==> src/rtl/r88_pkg.sv <==
// Shared constants for the Rocket88 register-block sequencer:
// FSM encoding, grant identifiers and default register index width.
package r88_pkg;

    localparam int unsigned R88_ADDR_W = 3;

    localparam logic [1:0] ST_IDLE = 2'd0;
    localparam logic [1:0] ST_B0   = 2'd1;
    localparam logic [1:0] ST_B1   = 2'd2;
    localparam logic [1:0] ST_LAST = 2'd3;

    localparam logic GRANT_A = 1'b0;
    localparam logic GRANT_B = 1'b1;

    // Transaction fields latched at grant time (address kept separately, it is parameterised).
    typedef struct packed {
        logic        owner;
        logic        wr;
        logic        pair;
        logic [15:0] wdata;
    } r88_txn_t;

endpackage

==> src/rtl/r88_rr_arb.sv <==
// Two-way arbiter: round-robin on ties when RR_EN=1, else A always wins ties.
// Holds the last grant; one-hot grants are combinational and gated by enable.
module r88_rr_arb
    import r88_pkg::*;
#(
    parameter bit RR_EN = 1'b1
) (
    input  logic clk,
    input  logic rst_n,
    input  logic req_a,
    input  logic req_b,
    input  logic enable,
    output logic grant_a_c,
    output logic grant_b_c
);

    logic last_grant;

    always_comb begin
        grant_a_c = 1'b0;
        grant_b_c = 1'b0;
        if (enable) begin
            if (req_a && req_b) begin
                if (RR_EN && (last_grant == GRANT_A)) begin
                    grant_b_c = 1'b1;
                end else begin
                    grant_a_c = 1'b1;
                end
            end else begin
                grant_a_c = req_a;
                grant_b_c = req_b;
            end
        end
    end

    // Reset to B so that A wins the first tie.
    always_ff @(posedge clk) begin
        if (!rst_n) begin
            last_grant <= GRANT_B;
        end else if (grant_a_c) begin
            last_grant <= GRANT_A;
        end else if (grant_b_c) begin
            last_grant <= GRANT_B;
        end
    end

endmodule

==> src/rtl/r88_regseq.sv <==
// Rocket88 register-block sequencer: arbitrates two requesters onto the byte port,
// splits pair transfers into two byte cycles and assembles read results.
module r88_regseq
    import r88_pkg::*;
#(
    parameter int unsigned ADDR_W = R88_ADDR_W,
    parameter bit          RR_EN  = 1'b1
) (
    input  logic              sysClock,
    input  logic              sysResetN,
    input  logic              aReq,
    input  logic              aWr,
    input  logic              aPair,
    input  logic [ADDR_W-1:0] aAddr,
    input  logic [15:0]       aWData,
    output logic              aDone,
    output logic [15:0]       aRData,
    input  logic              bReq,
    input  logic              bWr,
    input  logic              bPair,
    input  logic [ADDR_W-1:0] bAddr,
    input  logic [15:0]       bWData,
    output logic              bDone,
    output logic [15:0]       bRData,
    output logic [ADDR_W-1:0] rbSel,
    output logic              rbRead,
    output logic              rbWrite,
    output logic [7:0]        rbDOut,
    input  logic [7:0]        rbDIn,
    output logic              busy
);

    logic [1:0]        state, state_d;
    r88_txn_t          txn, txn_d;
    logic [ADDR_W-1:0] txn_addr, addr_d;
    logic [7:0]        lo_byte, lo_byte_d;

    logic [ADDR_W-1:0] sel_d;
    logic              read_d, write_d, busy_d;
    logic [7:0]        dout_d;
    logic              a_done_d, b_done_d;
    logic [15:0]       a_rdata_d, b_rdata_d;
    logic [15:0]       result_c;
    logic              grant_a_c, grant_b_c;

    r88_rr_arb #(
        .RR_EN (RR_EN)
    ) u_arb (
        .clk       (sysClock),
        .rst_n     (sysResetN),
        .req_a     (aReq),
        .req_b     (bReq),
        .enable    (state == ST_IDLE),
        .grant_a_c (grant_a_c),
        .grant_b_c (grant_b_c)
    );

    // Next state and next registered outputs; strobes are issued on entry to B0/B1.
    always_comb begin
        state_d   = state;
        txn_d     = txn;
        addr_d    = txn_addr;
        lo_byte_d = lo_byte;
        sel_d     = '0;
        read_d    = 1'b0;
        write_d   = 1'b0;
        dout_d    = 8'h00;
        a_done_d  = 1'b0;
        b_done_d  = 1'b0;
        a_rdata_d = aRData;
        b_rdata_d = bRData;
        result_c  = 16'h0000;

        case (state)
            ST_IDLE: begin
                if (grant_a_c || grant_b_c) begin
                    txn_d.owner = grant_a_c ? GRANT_A : GRANT_B;
                    txn_d.wr    = grant_a_c ? aWr    : bWr;
                    txn_d.pair  = grant_a_c ? aPair  : bPair;
                    txn_d.wdata = grant_a_c ? aWData : bWData;
                    // Pairs always start on an even register.
                    addr_d  = (grant_a_c ? aAddr : bAddr) & ~ADDR_W'(txn_d.pair);
                    sel_d   = addr_d;
                    read_d  = !txn_d.wr;
                    write_d = txn_d.wr;
                    dout_d  = txn_d.wr ? txn_d.wdata[7:0] : 8'h00;
                    state_d = ST_B0;
                end
            end
            ST_B0: begin
                if (txn.pair) begin
                    sel_d   = txn_addr | ADDR_W'(1);
                    read_d  = !txn.wr;
                    write_d = txn.wr;
                    dout_d  = txn.wr ? txn.wdata[15:8] : 8'h00;
                    state_d = ST_B1;
                end else begin
                    state_d = ST_LAST;
                end
            end
            ST_B1: begin
                if (!txn.wr) begin
                    lo_byte_d = rbDIn;
                end
                state_d = ST_LAST;
            end
            ST_LAST: begin
                result_c = txn.pair ? {rbDIn, lo_byte} : {8'h00, rbDIn};
                if (txn.owner == GRANT_A) begin
                    a_done_d = 1'b1;
                    if (!txn.wr) begin
                        a_rdata_d = result_c;
                    end
                end else begin
                    b_done_d = 1'b1;
                    if (!txn.wr) begin
                        b_rdata_d = result_c;
                    end
                end
                state_d = ST_IDLE;
            end
            default: begin
                state_d = ST_IDLE;
            end
        endcase

        busy_d = (state_d != ST_IDLE);
    end

    always_ff @(posedge sysClock) begin
        if (!sysResetN) begin
            state    <= ST_IDLE;
            txn      <= '0;
            txn_addr <= '0;
            lo_byte  <= 8'h00;
            rbSel    <= '0;
            rbRead   <= 1'b0;
            rbWrite  <= 1'b0;
            rbDOut   <= 8'h00;
            aDone    <= 1'b0;
            bDone    <= 1'b0;
            aRData   <= 16'h0000;
            bRData   <= 16'h0000;
            busy     <= 1'b0;
        end else begin
            state    <= state_d;
            txn      <= txn_d;
            txn_addr <= addr_d;
            lo_byte  <= lo_byte_d;
            rbSel    <= sel_d;
            rbRead   <= read_d;
            rbWrite  <= write_d;
            rbDOut   <= dout_d;
            aDone    <= a_done_d;
            bDone    <= b_done_d;
            aRData   <= a_rdata_d;
            bRData   <= b_rdata_d;
            busy     <= busy_d;
        end
    end

endmodule
==> config.mk <==
export PLATFORM = sky130hd
export DESIGN_NAME = r88_regseq
export DESIGN_NICKNAME = d
export VERILOG_FILES = /design/src/rtl/r88_pkg.sv /design/src/rtl/r88_rr_arb.sv /design/src/rtl/r88_regseq.sv
export SDC_FILE = /design/constraint.sdc
export NUM_CORES = 1
export LEC_CHECK = 0
export CAP_MARGIN = 20
export CELL_PAD_IN_SITES_DETAIL_PLACEMENT = 1
export CELL_PAD_IN_SITES_GLOBAL_PLACEMENT = 2
export CORE_UTILIZATION = 39
export CTS_BUF_LIST = sky130_fd_sc_hd__clkbuf_4 sky130_fd_sc_hd__clkbuf_8
export DETAILED_ROUTE_END_ITERATION = 8
export DONT_BUFFER_PORTS = 1
export GPL_ROUTABILITY_DRIVEN = 0
export PLACE_DENSITY_LB_ADDON = 0.2
export SLEW_MARGIN = 10
export SYNTH_ARGS = -nofsm -noshare
export SYNTH_HDL_FRONTEND = slang
export SYNTH_SLANG_ARGS = --single-unit
==> constraint.sdc <==
create_clock -name sysClock -period 1.98 [get_ports sysClock]
set_input_delay 0.396 -clock sysClock [delete_from_list [all_inputs] [get_ports sysClock]]
set_output_delay 0.396 -clock sysClock [all_outputs]
set_load 0.02 [all_outputs]
# --- Word-level counts from Yosys, hierarchy flattened ---
# Index checks and enable logic that the tools add are counted.
# W data, S select, Z words.
classes:
  n_eq_ne: 3
  n_mux: 33
  bitwise_logic: 4
  n_reduce_logical: 12
op_table:
  columns: ["cell", "count"]
  rows:
  - ["$mux W16", 2]
  - ["$mux W8", 4]
  - ["$mux W1", 18]
  - ["$pmux W8 S2", 1]
  - ["$mux W3", 3]
  - ["$pmux W2 S4", 1]
  - ["$pmux W3 S2", 1]
  - ["$reduce_and A2 Y1", 3]
  - ["$reduce_and A3 Y1", 2]
  - ["$eq A2 B2 Y1 const B", 2]
  - ["$pmux W1 S2", 2]
  - ["$reduce_bool A2 Y1", 2]
  - ["$and A3 B3 Y3", 1]
  - ["$not A1 Y3", 1]
  - ["$eq A2 B1 Y1 const B", 1]
  - ["$logic_not A1 Y1", 2]
  - ["$logic_not A2 Y1", 1]
  - ["$mux W2", 1]
  - ["$not A1 Y1", 2]
  - ["$logic_and A1 B1 Y1", 1]
  - ["$logic_or A1 B1 Y1", 1]
totals:
  reg_bits: 81
  output_inout_bits: 48
  wordCells: 69

# --- Longest topological paths before layout ---
logic_depth:
  word_depth: 8
  depth_mapped: 9

# --- Modules after synthesis ---
# From an unflattened synthesis, not the netlist that was laid out.
hier_totals:
  hier_cells: 315
  area_unflattened_um2: 3045.4
modules_own_cells:
  columns: ["module", "instances", "cells_each", "area_per_inst_um2"]
  rows:
  - ["r88_regseq", 1, 307, 2989.1]
  - ["r88_rr_arb", 1, 8, 56.3]

# --- Least setup slack after synthesis ---
# OpenSTA, ideal clock, no wires.
synth_timing:
  path_type: "flip-flop to flip-flop"
  from: "register state[0]"
  to: "register rbSel[1]"
  setup_ns: 0.127
  t_arrival_ns: 1.382
  required_ns: 1.853
  setup_slack_ns: 0.471
  path_stages_with_launch: 10
  n_path_buf: 3
  cell_sequence: "dfxtp_1 -> inv_1 -> ha_1 -> buf_4 -> nand2_2 -> nor2b_4 -> buf_6 -> buf_12 -> mux2i_1 -> o22ai_1"
synth_via:
  elab_chain_cells: 6
  word_cells_on_any_way: 9
  cone_classes: "eq/ne: 1; mux: 5; bitwise: 1; reduce/logical: 2"
synth_rtl:
  columns: ["item", "line_no", "source"]
  rows:
  - ["from (decl)", "r88_regseq.sv:33", "logic [1:0] state, state_d;"]
  - ["from (signal assigned)", "r88_regseq.sv:146", "state <= state_d;"]
  - ["$logic_not A2 Y1", "r88_regseq.sv:53, r88_regseq.sv:74", null]
  - ["$mux W1", "r88_rr_arb.sv:22", "if (enable) begin"]
  - ["$mux W3", "r88_regseq.sv:82", "addr_d = (grant_a_c ? aAddr : bAddr) & ~ADDR_W'(txn_d.pair);"]
  - ["$and A3 B3 Y3", "r88_regseq.sv:82", null]
  - ["$mux W3", "r88_regseq.sv:76", "if (grant_a_c || grant_b_c) begin"]
  - ["$pmux W3 S2 (*)", "r88_regseq.sv:74", "case (state)"]
  - ["to (signal assigned)", "r88_regseq.sv:150", "rbSel <= sel_d;"]
  - ["to (decl)", "r88_regseq.sv:25", "output logic [ADDR_W-1:0] rbSel,"]
# Mark *: on every way between the ends. The rest lies on a longest branch, timed or not.
# A chain may end at the register's enable or synchronous reset.

# --- Final worst setup path ---
layout_timing:
  from: "register state[0]"
  to: "register rbRead"
layout_via:
  elab_chain_cells: 6
  word_cells_on_any_way: 9
  cone_classes: "eq/ne: 1; mux: 5; reduce/logical: 3"
layout_rtl:
  columns: ["item", "line_no", "source"]
  rows:
  - ["$logic_not A2 Y1", "r88_regseq.sv:53, r88_regseq.sv:74", null]
  - ["$mux W1", "r88_rr_arb.sv:22", null]
  - ["$mux W1", "r88_regseq.sv:78", "txn_d.wr = grant_a_c ? aWr : bWr;"]
  - ["$logic_not A1 Y1", "r88_regseq.sv:84", "read_d = !txn_d.wr;"]
  - ["$mux W1", "r88_regseq.sv:76", null]
  - ["$pmux W1 S2 (*)", "r88_regseq.sv:74", null]
  - ["to (signal assigned)", "r88_regseq.sv:151", "rbRead <= read_d;"]
  - ["to (decl)", "r88_regseq.sv:26", "output logic rbRead,"]
# Marks and branches as above.

==> metrics <==
Via density approximately 5.4; FF-to-FF Start state[0]; startpoint types register; chip width around 92 um; Least-Margin Pin Slew 0.532 ns; Crit Path Class register to register; Compound-Gate Fraction of Synth Area 19.5%; gr ovfl total 0; vias in the first global route 2366; Hold Crit Class input pin to register; wirelength, routed roughly 7800 um; footprint of the multi-input gates approximately 1500 um^2; Pwr Density 1330 nW/um^2; # port buffers 0; sequential-to-total area share from yosys stat 45.8%; worst r2r dst rbRead; crit path DAT between 2 and 2.5 ns; largest net degree at the start of global routing 65; area grow syn2layout 7.67%; first drt pass iteration count 4; max-cap violations 0; cts repair resizes 0; CP Launch Point state[0]; antenna viol nets, final 0; unrepaired setup endpoints after global routing false; first-pass GRT wire length ~12000 um; CTS tree built; Fillers ~910; cell count after placement 414; Fmax about 0.57 GHz; leakage 1.43 nW; Reg area roughly 1400 um^2; CTS H-Tree Depth 3; CTS clock-pin slew for the worst setup and hold paths about 0.090 ns; initial antenna violation count 0; I/O Pins roughly 100; critical path endpoint category register; Synth Warn # 0; Post-Layout Cell Count between 400 and 500; Mapped Cells around 330; share of cells above drive strength 1 between 10% and 20%; Crit Path Max Fanout 15; Worst path depth 7; Avg Cell Area, Syn about 9.6 um^2; maximum vdd ir drop ~0.38 mV; critical path's top delay family buffers and inverters; critical path capture point rbRead; setup slack, reg-to-reg around 0.24 ns; synth top area cells dfxtp_1 46%, mux2i_1 9.2%, o211a_1 5.1%; Clk Latency, worst-skew pair 0.35 ns; Placed Area roughly 3200 um^2; final setup TNS 0 ns; critical path, cell by cell inv_1 -> ha_1 -> buf_4 -> inv_2 -> or3_1 -> mux2i_1 -> o21ba_1; CTS Sinks just over 70; Yosys cell types 46; CP Buf/Inv Count 3; Final Cell Area about 3400 um^2; Slew Viols, Final 0; ys flop type dfxtp_1; main combinational cell family by area after synthesis compound AO/OA/AOI/OAI gates; CTS buffer count 9; clock skew around 0.012 ns; post-synthesis mux area share a little under a tenth; nets about 380; ys async rst share 0%; slowest stage delay, CP between 0.3 and 0.4 ns; Clock Root Buffer clkbuf_8; via count around 2300; most frequent cells in the layout 72 x dfxtp_1, 36 x nand2_1, 29 x mux2i_1, 19 x nand3_1, 16 x o211a_1; register bit count reported by yosys 72; status finished, final reports clean; R2R depth 7; DRT iter0 DRCs 100; ANT cells 0; CTS Hold Bufs 0; worst path required time ~2.3 ns; commonest non-fill, non-tap cell in the layout dfxtp_1; DIE AREA around 8400 um^2; simple-gate share of the synthesized area approximately 18%; Synth Area in Adders 1.59%; XOR/XNOR share of the synthesized area 0%; Final min period roughly 1.7 ns; final worst-path cycle share between 80 and 90%; max_slew headroom 64.5%; EDFF count, synth 0; DRC violations left 0; Initial Util roughly two fifths; # setup viols final 0; wire per inst about 18 um; die height 91.8 um; slowest CP cell or3_1; All-Layer GR Usage 19.2%; hold slack 0.186 ns; CTS max path bufs 2; hold violation total from the final report 0; Synth top area share a little under half; post-DP HPWL about 5400 um; Synthesized Nets 386; row cnt 32; Core Footprint approximately 7800 um^2; Synth area leader dfxtp_1; Cell Area, Synth roughly 3100 um^2; post-CTS setup buffer count 0
## worst min path at each step
| stage | from | depth (start not counted) | to | slack (ns) |
|---|---|---|---|---|
| 5_1_grt | sysResetN | 1 | bRData[2] | 0.17 |
| 6_report | rbDIn[7] | 2 | aRData[15] | 0.19 |
| 4_1_cts | sysResetN | 1 | u_arb.last_grant | 0.16 |
| 3_5_place_dp | txn_addr[2] | 2 | rbSel[2] | 0.44 |
| 2_1_floorplan | txn_addr[2] | 2 | rbSel[2] | 0.43 |
| 3_3_place_gp | txn_addr[2] | 2 | rbSel[2] | 0.44 |
## sequential cells by signal (all words and copies together), names as in the netlist, 2 cells and up
| register | count |
|---|---|
| lo_byte | 8 |
| rbDOut | 8 |
| bRData | 16 |
| state | 2 |
| aRData | 16 |
| rbSel | 3 |
| txn | 11 |
| txn_addr | 2 |
## cell usage after synthesis, types with 3 or more instances
library cell  number
a211oi_1           7
a21boi_0           4
a21boi_1          13
a21oi_1           10
a21oi_2            8
and2_1             9
and3_1             9
buf_2             10
buf_4              4
buf_6              3
clkbuf_1           7
dfxtp_1           72
ha_1               4
inv_1              5
mux2i_1           29
nand2_1           36
nand3_1           19
nor2_1             4
nor2b_1           11
nor3_1             8
o211a_1           16
o21ai_0           11
## report_power, final
group	switching, mW	internal [mW]
Combinational	0.759	0.549
Sequential	0.296	1.72
Clock	0.591	0.601
## cell families (layout without fill, tap and decap cells)
| kind of cell | count (synthesis) | in the layout |
|---|---|---|
| buf+inv | 33 | 33 |
| simple gates | 108 | 108 |
| mux | 29 | 29 |
| compound gates | 82 | 82 |
| fa+ha+maj | 4 | 4 |
| flops | 72 | 72 |
## area by class of cell
| cell class | count | share of cell area [%] |
|---|---|---|
| tap | 102 | 3.77 |
| timing repair buffer | 11 | 2.44 |
| multi-input combinational | 223 | 44.7 |
| clock buffer | 10 | 3.88 |
| inverter | 6 | 0.664 |
| sequential | 72 | 42.5 |
| clock inverter | 6 | 1.99 |
## layer usage
metal	part of all wire [%]	global-route usage, %	routed length (um)	up-vias
met1	49	26.2	3830	1096
li1	-	-	-	1138
met5	0	0	0	-
met2	43	28.5	3340	67
met4	1.3	7.42	99	0
met3	7.1	5.39	559	10
## stage by stage
step | setup slack [ns] | power [mW] | utilization [%]
2_1_floorplan | 0.471 | 3.12 | -
3_3_place_gp | 0.330 | 3.32 | 41.1
3_5_place_dp | 0.256 | 3.36 | 41.1
4_1_cts | 0.223 | 4.56 | 43.6
5_1_grt | 0.122 | 4.81 | 43.6
6_report | 0.237 | 4.51 | 43.6
No activity file was read; power rests on OpenSTA's default activity.
